===== src/rtl/instruction_fetch_pkg.sv =====
// Shared fetch-stage definitions: bus widths, NOP encoding and fetch states.
// Imported by the fetch stage, and later by the decoder and branch unit.
package instruction_fetch_pkg;

    localparam int ADDR_W  = 16;
    localparam int INSTR_W = 16;
    localparam int CNT_W   = 16;

    localparam logic [INSTR_W-1:0] NOP = 16'h0000;

    typedef enum logic [0:0] {
        RUN    = 1'b0,
        HALTED = 1'b1
    } fetch_state_e;

    // The counter sticks at all-ones instead of wrapping.
    function automatic logic [CNT_W-1:0] sat_inc(input logic [CNT_W-1:0] value);
        return (value == {CNT_W{1'b1}}) ? value : value + 1'b1;
    endfunction

endpackage


===== src/rtl/instruction_fetch_if.sv =====
// Fetch-stage bundle: instruction-memory bus, control from decode/branch,
// and the IF/ID register outputs. "slave" is the fetch stage's view.
interface instruction_fetch_if #(
    parameter int ADDR_W  = instruction_fetch_pkg::ADDR_W,
    parameter int INSTR_W = instruction_fetch_pkg::INSTR_W
);

    logic [ADDR_W-1:0]                      imem_addr_o;
    logic [INSTR_W-1:0]                     imem_data_i;
    logic                                   stall_i;
    logic                                   redirect_i;
    logic [ADDR_W-1:0]                      redirect_pc_i;
    logic                                   halt_i;
    logic [INSTR_W-1:0]                     ir_o;
    logic [ADDR_W-1:0]                      ir_pc_o;
    logic                                   ir_valid_o;
    logic                                   halted_o;
    logic [instruction_fetch_pkg::CNT_W-1:0] fetch_count_o;

    modport slave (
        output imem_addr_o,
        input  imem_data_i,
        input  stall_i,
        input  redirect_i,
        input  redirect_pc_i,
        input  halt_i,
        output ir_o,
        output ir_pc_o,
        output ir_valid_o,
        output halted_o,
        output fetch_count_o
    );

    modport master (
        input  imem_addr_o,
        output imem_data_i,
        output stall_i,
        output redirect_i,
        output redirect_pc_i,
        output halt_i,
        input  ir_o,
        input  ir_pc_o,
        input  ir_valid_o,
        input  halted_o,
        input  fetch_count_o
    );

endinterface


===== src/rtl/instruction_fetch_fetch_pc.sv =====
// Program counter: register plus next-PC select (redirect / pc+1 / hold).
// Increment wraps modulo 2^ADDR_W with no overflow indication.
module instruction_fetch_fetch_pc #(
    parameter int                ADDR_W   = instruction_fetch_pkg::ADDR_W,
    parameter logic [ADDR_W-1:0] RESET_PC = '0
) (
    input  logic              clk,
    input  logic              rst_n,
    input  logic              redirect_i,
    input  logic [ADDR_W-1:0] redirect_pc_i,
    input  logic              advance_i,
    output logic [ADDR_W-1:0] pc_o
);

    logic [ADDR_W-1:0] pc_q;
    logic [ADDR_W-1:0] pc_d;

    always_comb begin
        pc_d = pc_q;
        if (redirect_i) begin
            pc_d = redirect_pc_i;
        end else if (advance_i) begin
            pc_d = pc_q + 1'b1;
        end
    end

    always_ff @(posedge clk or negedge rst_n) begin
        if (!rst_n) begin
            pc_q <= RESET_PC;
        end else begin
            pc_q <= pc_d;
        end
    end

    assign pc_o = pc_q;

endmodule


===== src/rtl/instruction_fetch.sv =====
// Fetch stage: drives the combinational instruction memory from the PC and
// captures the returned word into the IF/ID register; owns RUN/HALTED state.
module instruction_fetch #(
    parameter int                ADDR_W   = instruction_fetch_pkg::ADDR_W,
    parameter int                INSTR_W  = instruction_fetch_pkg::INSTR_W,
    parameter logic [ADDR_W-1:0] RESET_PC = 16'h0000
) (
    input  logic                 clk,
    input  logic                 rst_n,
    instruction_fetch_if.slave   bus
);

    import instruction_fetch_pkg::*;

    localparam logic [0:0] S_RUN    = RUN;
    localparam logic [0:0] S_HALTED = HALTED;

    logic [0:0]         state_q, state_d;
    logic [INSTR_W-1:0] ir_q, ir_d;
    logic [ADDR_W-1:0]  ir_pc_q, ir_pc_d;
    logic               ir_valid_q, ir_valid_d;
    logic [CNT_W-1:0]   fetch_count_q, fetch_count_d;

    logic [ADDR_W-1:0]  pc;
    logic               pc_redirect;
    logic               pc_advance;

    instruction_fetch_fetch_pc #(
        .ADDR_W   (ADDR_W),
        .RESET_PC (RESET_PC)
    ) u_fetch_pc (
        .clk           (clk),
        .rst_n         (rst_n),
        .redirect_i    (pc_redirect),
        .redirect_pc_i (bus.redirect_pc_i),
        .advance_i     (pc_advance),
        .pc_o          (pc)
    );

    // Priority in RUN: halt, then redirect, then stall, then a normal fetch.
    // imem_data_i is only sampled on the normal-fetch path.
    always_comb begin
        state_d       = state_q;
        ir_d          = ir_q;
        ir_pc_d       = ir_pc_q;
        ir_valid_d    = ir_valid_q;
        fetch_count_d = fetch_count_q;
        pc_redirect   = 1'b0;
        pc_advance    = 1'b0;

        case (state_q)
            S_RUN: begin
                if (bus.halt_i) begin
                    state_d    = S_HALTED;
                    ir_d       = NOP;
                    ir_valid_d = 1'b0;
                end else if (bus.redirect_i) begin
                    pc_redirect = 1'b1;
                    ir_d        = NOP;
                    ir_valid_d  = 1'b0;
                end else if (!bus.stall_i) begin
                    pc_advance    = 1'b1;
                    ir_d          = bus.imem_data_i;
                    ir_pc_d       = pc;
                    ir_valid_d    = 1'b1;
                    fetch_count_d = sat_inc(fetch_count_q);
                end
            end
            default: begin
                ir_valid_d = 1'b0;
            end
        endcase
    end

    always_ff @(posedge clk or negedge rst_n) begin
        if (!rst_n) begin
            state_q       <= S_RUN;
            ir_q          <= NOP;
            ir_pc_q       <= '0;
            ir_valid_q    <= 1'b0;
            fetch_count_q <= '0;
        end else begin
            state_q       <= state_d;
            ir_q          <= ir_d;
            ir_pc_q       <= ir_pc_d;
            ir_valid_q    <= ir_valid_d;
            fetch_count_q <= fetch_count_d;
        end
    end

    assign bus.imem_addr_o   = pc;
    assign bus.ir_o          = ir_q;
    assign bus.ir_pc_o       = ir_pc_q;
    assign bus.ir_valid_o    = ir_valid_q;
    assign bus.halted_o      = (state_q == S_HALTED);
    assign bus.fetch_count_o = fetch_count_q;

endmodule

===== src/flat_wrapper.sv =====
// flat-port wrapper written by rule: the top's interface ports become plain ports
module instruction_fetch_flat import instruction_fetch_pkg::*;
#(
    parameter int                ADDR_W   = instruction_fetch_pkg::ADDR_W,
    parameter int                INSTR_W  = instruction_fetch_pkg::INSTR_W,
    parameter logic [ADDR_W-1:0] RESET_PC = 16'h0000
)
  (clk, rst_n, bus_imem_addr_o, bus_imem_data_i, bus_stall_i, bus_redirect_i, bus_redirect_pc_i, bus_halt_i, bus_ir_o, bus_ir_pc_o, bus_ir_valid_o, bus_halted_o, bus_fetch_count_o);
  instruction_fetch_if #(.ADDR_W(ADDR_W), .INSTR_W(INSTR_W)) bus_i ();
  input  logic clk;
  input  logic rst_n;
  output wire logic [$bits(bus_i.imem_addr_o)-1:0] bus_imem_addr_o;
  input wire logic [$bits(bus_i.imem_data_i)-1:0] bus_imem_data_i;
  input wire logic [$bits(bus_i.stall_i)-1:0] bus_stall_i;
  input wire logic [$bits(bus_i.redirect_i)-1:0] bus_redirect_i;
  input wire logic [$bits(bus_i.redirect_pc_i)-1:0] bus_redirect_pc_i;
  input wire logic [$bits(bus_i.halt_i)-1:0] bus_halt_i;
  output wire logic [$bits(bus_i.ir_o)-1:0] bus_ir_o;
  output wire logic [$bits(bus_i.ir_pc_o)-1:0] bus_ir_pc_o;
  output wire logic [$bits(bus_i.ir_valid_o)-1:0] bus_ir_valid_o;
  output wire logic [$bits(bus_i.halted_o)-1:0] bus_halted_o;
  output wire logic [$bits(bus_i.fetch_count_o)-1:0] bus_fetch_count_o;
  assign bus_imem_addr_o = bus_i.imem_addr_o;
  assign bus_i.imem_data_i = bus_imem_data_i;
  assign bus_i.stall_i = bus_stall_i;
  assign bus_i.redirect_i = bus_redirect_i;
  assign bus_i.redirect_pc_i = bus_redirect_pc_i;
  assign bus_i.halt_i = bus_halt_i;
  assign bus_ir_o = bus_i.ir_o;
  assign bus_ir_pc_o = bus_i.ir_pc_o;
  assign bus_ir_valid_o = bus_i.ir_valid_o;
  assign bus_halted_o = bus_i.halted_o;
  assign bus_fetch_count_o = bus_i.fetch_count_o;
  instruction_fetch #(.ADDR_W(ADDR_W), .INSTR_W(INSTR_W), .RESET_PC(RESET_PC)) u_core (.clk(clk), .rst_n(rst_n), .bus(bus_i));
endmodule

===== config.mk =====
export PLATFORM = sky130hd
export DESIGN_NAME = instruction_fetch_flat
export DESIGN_NICKNAME = d
export VERILOG_FILES = /design/src/rtl/instruction_fetch_pkg.sv /design/src/rtl/instruction_fetch_if.sv /design/src/rtl/instruction_fetch_fetch_pc.sv /design/src/rtl/instruction_fetch.sv /design/src/flat_wrapper.sv
export SDC_FILE = /design/constraint.sdc
export NUM_CORES = 1
export LEC_CHECK = 0
export CORE_UTILIZATION = 45
export CTS_BUF_LIST = sky130_fd_sc_hd__clkbuf_16
export DETAILED_ROUTE_END_ITERATION = 7
export PLACE_DENSITY_LB_ADDON = 0.05
export SLEW_MARGIN = 5
export SYNTH_ARGS = -nofsm -noshare
export SYNTH_HDL_FRONTEND = slang
export SYNTH_HIERARCHICAL = 1
export SYNTH_SLANG_ARGS = --single-unit

===== constraint.sdc =====
create_clock -name clk -period 2.7 [get_ports clk]
set_input_delay 0.81 -clock clk [delete_from_list [all_inputs] [get_ports clk]]
set_output_delay 0.81 -clock clk [all_outputs]
set_load 0.05 [all_outputs]

==> flow_metrics.py, run 1 <==
metrics = {
    "run_status": {
        "outcome": "completed",
    },
    "logic_synthesis": {
        "yosys.area.top_type": "dfrtp_1",
        "yosys_most_used_dff": "dfrtp_1",
        "yosys.area.top_type_share_pct": 55.0,
        "ys_top_cells_by_area": "dfrtp_1, nand2_1, a22o_1, xnor2_1, xor2_1",
        "netlist_area_mm2": 0.00301,
        "ys_warn_count": 6,
        "async_flop_share_pct": 100,
        "synth.distinct_cells": 46,
        "yosysMostFrequentCell": "nand2_1",
        "synth-edff-count": 0,
        "ys_seq_area_share_pct": 55.0,
        "syn-instance-count": 287,
        "syn_area_per_cell_um2": 10.5,
        "ys_ff_latch": 66,
        "netlist_top_cells_count": "nand2_1, dfrtp_1, a22o_1, o21ai_0, nand3_1",
        "synth_fp_nets": 326,
    },
    "clock_network": {
        "cts_setup_buffers": 0,
        "ctsHoldBuffers": 0,
        "clk_pin_slew_worst_paths_ns": 0.05,
        "ctsResizeCount": 0,
        "cts_tree": "done",
        "clk_latency_ns": 0.32,
        "htree_levels": 3,
        "cts_sinks": 66,
        "clockRootBuffer": "clkbuf_16",
        "clock_path_buffers": 2,
        "cts_made_buffers": 9,
    },
    "place": {
        "portBuffers": 102,
        "dp_hpwl_um": 5180,
        "place_ws_ns": -0.222,
        "gp_congestion": 0.825,
    },
    "critical_path": {
        "worstReg2RegStart": "u_core/bus.halted_o$_DFF_PN0_",
        "critPathMaxFanout": 6,
        "critPathArrivalTime_ns": 2.81,
        "timing.rr.end": "u_core/u_fetch_pc/pc_o[15]$_DFFE_PN0P_",
        "crit_type": "in2reg",
        "r2r_setup_slack_ns": 0.68,
        "required_ns": 2.91,
        "r2r_cells": 6,
        "end_kind": "flop",
        "cp-startpoint": "bus_halt_i",
        "crit_path_start_kind": "primary input",
    },
    "global_routing": {
        "track_usage_pct": 21.9,
        "grt.met2_usage_pct": 32.2,
        "grtUsageMet1_pct": 30.7,
        "grt_pass1_wl_um": 12000,
        "grt_pass1_vias": 2482,
        "grt_overflow": 0,
        "grt_start_max_net_pins": 26,
        "met3_usage_pct": 5.04,
        "grt_antenna_before_repair": 0,
        "busiest_layer": "met2",
    },
    "floorplanning": {
        "die_w_um": 83.7,
        "num_rows": 29,
        "dieHeight_um": 83.7,
        "coreArea_mm2": 0.00639,
        "initial_core_util_pct": 47.1,
        "boundaryPins": 103,
        "die_area_mm2": 0.00701,
    },
    "sta": {
        "slew_headroom_pct": 59.8,
        "setup_slack_ns": 0.0989,
        "drv_slew": 0,
        "finalHoldViolCount": 0,
        "setup_viol_count_final": 0,
        "worstMarginPinSlew_ns": 0.602,
        "post-route-period-util_pct": 96.3,
        "clock_skew_ns": 0.00461,
        "rsz0062_at_grt": "false",
        "period_minus_slack_ns": 2.60,
        "max_freq_mhz": 384,
    },
    "route": {
        "postRouteAntennaNets": 0,
        "wl_um": 7160,
        "drtIter0Drc": 126,
        "vias": 2550,
        "drc_errors": 0,
        "wl_per_cell_um": 14.6,
        "vias_per_cell": 5.21,
        "firstDrtPassIters": 5,
    },
    "cells_and_area": {
        "final_util_pct": 70.4,
        "nets": 448,
        "area_growth_pct": 49.6,
        "diodes": 0,
        "drive_gt1_share_pct": 12.9,
    },
    "hold_path": {
        "min_path_type": "reg2reg",
        "worstHoldStart": "u_core/bus.ir_pc_o[11]$_DFFE_PN0P_",
        "holdPathEnd": "u_core/bus.ir_pc_o[11]$_DFFE_PN0P_",
        "hold_depth": 2,
    },
    "power_and_ir_drop": {
        "ir_drop_mv": 0.397,
        "p_leak_nw": 2.02,
        "p_per_area_mw_per_mm2": 551,
        "finalPower_mw": 2.48,
    },
    "run": {
        "maxCapViolCount": 0,
    },
}
==> worst max-delay path: stages <==
cell,delay [ns]
clkdlybuf4s50_1,0.43
or4_4,0.58
clkinv_1,0.17
nand4_4,0.17
nor2_2,0.24
a31oi_1,0.12
o31a_1,0.28
==> routing by layer <==
| metal | vias to the layer above | routed length [um] |
|---|---|---|
| li1 | 1241 | - |
| met2 | 76 | 3260 |
| met3 | 11 | 389 |
| met5 | - | 0 |
| met4 | 0 | 142 |
| met1 | 1222 | 3370 |
==> state kept, by name, indices dropped and copies added, names as in the netlist <==
register,cells
u_core/u_fetch_pc/pc_o,16
u_core/bus.halted_o,1
u_core/bus.ir_pc_o,16
u_core/bus.ir_o,16
u_core/bus.ir_valid_o,1
u_core/bus.fetch_count_o,16
==> how the worst max path moves through the flow <==
stage          cells past startpoint  slack [ns]                                  endpoint
2_1_floorplan                      8        0.05    u_core/u_fetch_pc/pc_o[15]$_DFFE_PN0P_
3_3_place_gp                       6       -0.17  u_core/bus.fetch_count_o[15]$_DFFE_PN0P_
3_5_place_dp                       7       -0.22    u_core/u_fetch_pc/pc_o[15]$_DFFE_PN0P_
4_1_cts                            7        0.12    u_core/u_fetch_pc/pc_o[15]$_DFFE_PN0P_
5_1_grt                            7        0.01    u_core/u_fetch_pc/pc_o[15]$_DFFE_PN0P_
6_report                           7         0.1    u_core/u_fetch_pc/pc_o[15]$_DFFE_PN0P_
==> cells by family (layout without fill, tap and decap cells) <==
group                      after synthesis  in the layout  synth area share [%]
muxes                                    5              5                  1.83
xor gates and xnor gates                22             22                  6.41
buffers and inverters                   19            144                  2.83
adders and majority gates                2              2                 0.833
and+or+nand+nor                        131            131                  23.2
AOI/OAI and AO/OA                       42             42                  9.91
DFF                                     66             66                  55.0
==> power breakdown <==
part           internal, mW  switching, mW
combinational         0.161          0.237
clock                 0.599          0.388
sequential             1.03         0.0568
total                  1.79          0.682
==> per-stage QoR <==
stage	cells	setup TNS (ns)	hold slack (ns)	area [um^2]
2_1_floorplan	287	0	0.514	3010
3_3_place_gp	475	-2.04	0.457	4240
3_5_place_dp	475	-2.69	0.462	4240
4_1_cts	489	0	0.475	4490
5_1_grt	489	0	0.496	4500
6_report	489	0	0.469	4500
==> layout make-up <==
type / count / area [um^2]
fillers: 509 / 1890
flip-flops and latches: 66 / 1650
multi-input cells: 202 / 1270
repair buffers: 123 / 1200
clock buffers: 9 / 225
well taps: 77 / 96.3
inverters: 7 / 26.3
clock inverters: 5 / 25.0
==> placed cells by master (no fill, tap or decap), types with 5 or more instances in the layout <==
master,instances
inv_1,7
nand2_1,74
clkdlybuf4s50_1,101
xor2_1,11
clkbuf_16,9
nand4_1,5
o21ai_0,14
nand3_1,13
xnor2_1,11
buf_4,19
nor2_1,6
nor3_1,5
dfrtp_1,66
a22o_1,16
Note: power is estimated with default switching activity, not from simulation.
==> inputs of run 2 (changes only) <==
--- a/config.mk
+++ b/config.mk
@@ -6,8 +6,8 @@
 export NUM_CORES = 1
 export LEC_CHECK = 0
 export CORE_UTILIZATION = 45
-export CTS_BUF_LIST = sky130_fd_sc_hd__clkbuf_16
 export DETAILED_ROUTE_END_ITERATION = 7
+export GPL_ROUTABILITY_DRIVEN = 0
 export PLACE_DENSITY_LB_ADDON = 0.05
 export SLEW_MARGIN = 5
 export SYNTH_ARGS = -nofsm -noshare
==> flow_metrics.py, run 2 (same netlist as run 1, synthesis figures left out) <==
metrics = {
    "floorplanning": {
        "coreArea_mm2": 0.00639,
        "initial_core_util_pct": 47.1,
        "die_w_um": 83.7,
        "num_rows": 29,
        "dieHeight_um": 83.7,
        "boundaryPins": 103,
        "die_area_mm2": 0.00701,
    },
    "cells_and_area": {
        "area_growth_pct": 46.5,
        "layout_common_cells": "clkdlybuf4s50_1, nand2_1, dfrtp_1",
        "nets": 448,
        "design_area_mm2": 0.00440,
        "mostFrequentLayoutCell": "clkdlybuf4s50_1",
        "final_util_pct": 68.9,
        "diodes": 0,
        "drive_gt1_share_pct": 12.9,
    },
    "global_routing": {
        "track_usage_pct": 21.6,
        "grt_pass1_wl_um": 11900,
        "grt_antenna_before_repair": 0,
        "grt_pass1_vias": 2440,
        "grt_start_max_net_pins": 26,
        "grt_overflow": 0,
    },
    "sta": {
        "max_freq_mhz": 387,
        "finalHoldViolCount": 0,
        "setup_slack_ns": 0.118,
        "clock_skew_ns": 0.00671,
        "slew_headroom_pct": 59.6,
        "drv_slew": 0,
        "period_minus_slack_ns": 2.58,
        "setup_viol_count_final": 0,
        "rsz0062_at_grt": "false",
        "worstMarginPinSlew_ns": 0.605,
        "post-route-period-util_pct": 95.6,
    },
    "route": {
        "drtIter0Drc": 121,
        "wl_um": 7030,
        "postRouteAntennaNets": 0,
        "wl_per_cell_um": 14.4,
        "drc_errors": 0,
        "vias_per_cell": 5.13,
        "vias": 2510,
        "firstDrtPassIters": 4,
    },
    "critical_path": {
        "required_ns": 2.92,
        "crit_slowest_cell": "or4_4",
        "critPathMaxFanout": 6,
        "crit_path_start_kind": "primary input",
        "r2r_setup_slack_ns": 0.69,
        "crit_chain": "clkdlybuf4s50_1 -> or4_4 -> clkinv_1 -> nand4_4 -> nor2_2 -> a31oi_1 -> o31a_1",
        "critPathArrivalTime_ns": 2.81,
        "end_kind": "flop",
        "critical_path.max_stage_delay_ns": 0.58,
        "crit_type": "in2reg",
    },
    "clock_network": {
        "ctsHoldBuffers": 0,
        "clockRootBuffer": "clkbuf_8",
        "ctsResizeCount": 0,
        "clk_latency_ns": 0.34,
        "clk_pin_slew_worst_paths_ns": 0.07,
        "cts_sinks": 66,
        "cts_tree": "done",
        "cts_setup_buffers": 0,
        "htree_levels": 3,
        "clock_path_buffers": 2,
        "cts_made_buffers": 9,
    },
    "hold_path": {
        "min_path_type": "in2async",
    },
    "run_status": {
        "outcome": "completed",
    },
    "power_and_ir_drop": {
        "p_leak_nw": 1.98,
        "finalPower_mw": 2.19,
        "p_per_area_mw_per_mm2": 497,
        "ir_drop_mv": 0.384,
    },
    "place": {
        "portBuffers": 102,
        "place_ws_ns": -0.222,
        "dp_hpwl_um": 5180,
        "place_area_mm2": 0.00424,
    },
    "run": {
        "maxCapViolCount": 0,
    },
}
## run 2: cell count changes in the layout (fill, tap and decap cells not counted), sizes merged
cell    delta
clkbuf     +2
clkinv     -1
inv        -1
## run 2: final timing paths
path | startpoint | to | cells past startpoint
max in group asynchronous | rst_n | u_core/bus.ir_o[14]$_DFFE_PN0P_ | 2
min in group clk | u_core/bus.ir_pc_o[12]$_DFFE_PN0P_ | u_core/bus.ir_pc_o[12]$_DFFE_PN0P_ | 2
hold / removal | rst_n | u_core/bus.fetch_count_o[10]$_DFFE_PN0P_ | 1
hold reg to reg | u_core/bus.ir_pc_o[12]$_DFFE_PN0P_ | u_core/bus.ir_pc_o[12]$_DFFE_PN0P_ | 2
setup / recovery | bus_halt_i | u_core/u_fetch_pc/pc_o[15]$_DFFE_PN0P_ | 7
setup reg to reg | u_core/bus.halted_o$_DFF_PN0_ | u_core/u_fetch_pc/pc_o[15]$_DFFE_PN0P_ | 6
## run 2: power breakdown
part / switching [mW] / internal [mW] / leakage [nW]
clock: 0.357 / 0.345 / 0.0810
combinational: 0.236 / 0.161 / 1.01
sequential: 0.0561 / 1.03 / 0.884
total: 0.650 / 1.54 / 1.98
## run 2: final cells by class
cell class	count	area, um^2
Clock buffer	11	141
Fill cell	526	1980
Sequential cell	66	1650
Inverter	7	26.3
Tap cell	77	96.3
Clock inverter	3	17.5
Timing Repair Buffer	123	1200
Multi-Input combinational cell	202	1270
## run 2: metal layers
layer / track usage, % / share of wire, %
met1: 30.4 / 48
met2: 31.3 / 45
met4: 7.40 / 0.85
met5: 0 / 0
met3: 7.12 / 6.4
## run 2: worst max-delay path: cells and delay by family
| kind | cells | cell delay (ns) |
|---|---|---|
| AND/OR/NAND/NOR | 3 | 0.99 |
| buffers and inverters | 2 | 0.61 |
| AO/OA/AOI/OAI | 2 | 0.40 |
## run 2: through the flow
step                      hold WS, ns  setup TNS (ns)  std cells
after detailed placement        0.462           -2.69        475
after global placement          0.457           -2.04        475
final                           0.472               0        489
after global routing            0.501               0        489
after floorplan                 0.514               0        287
after CTS                       0.479               0        489
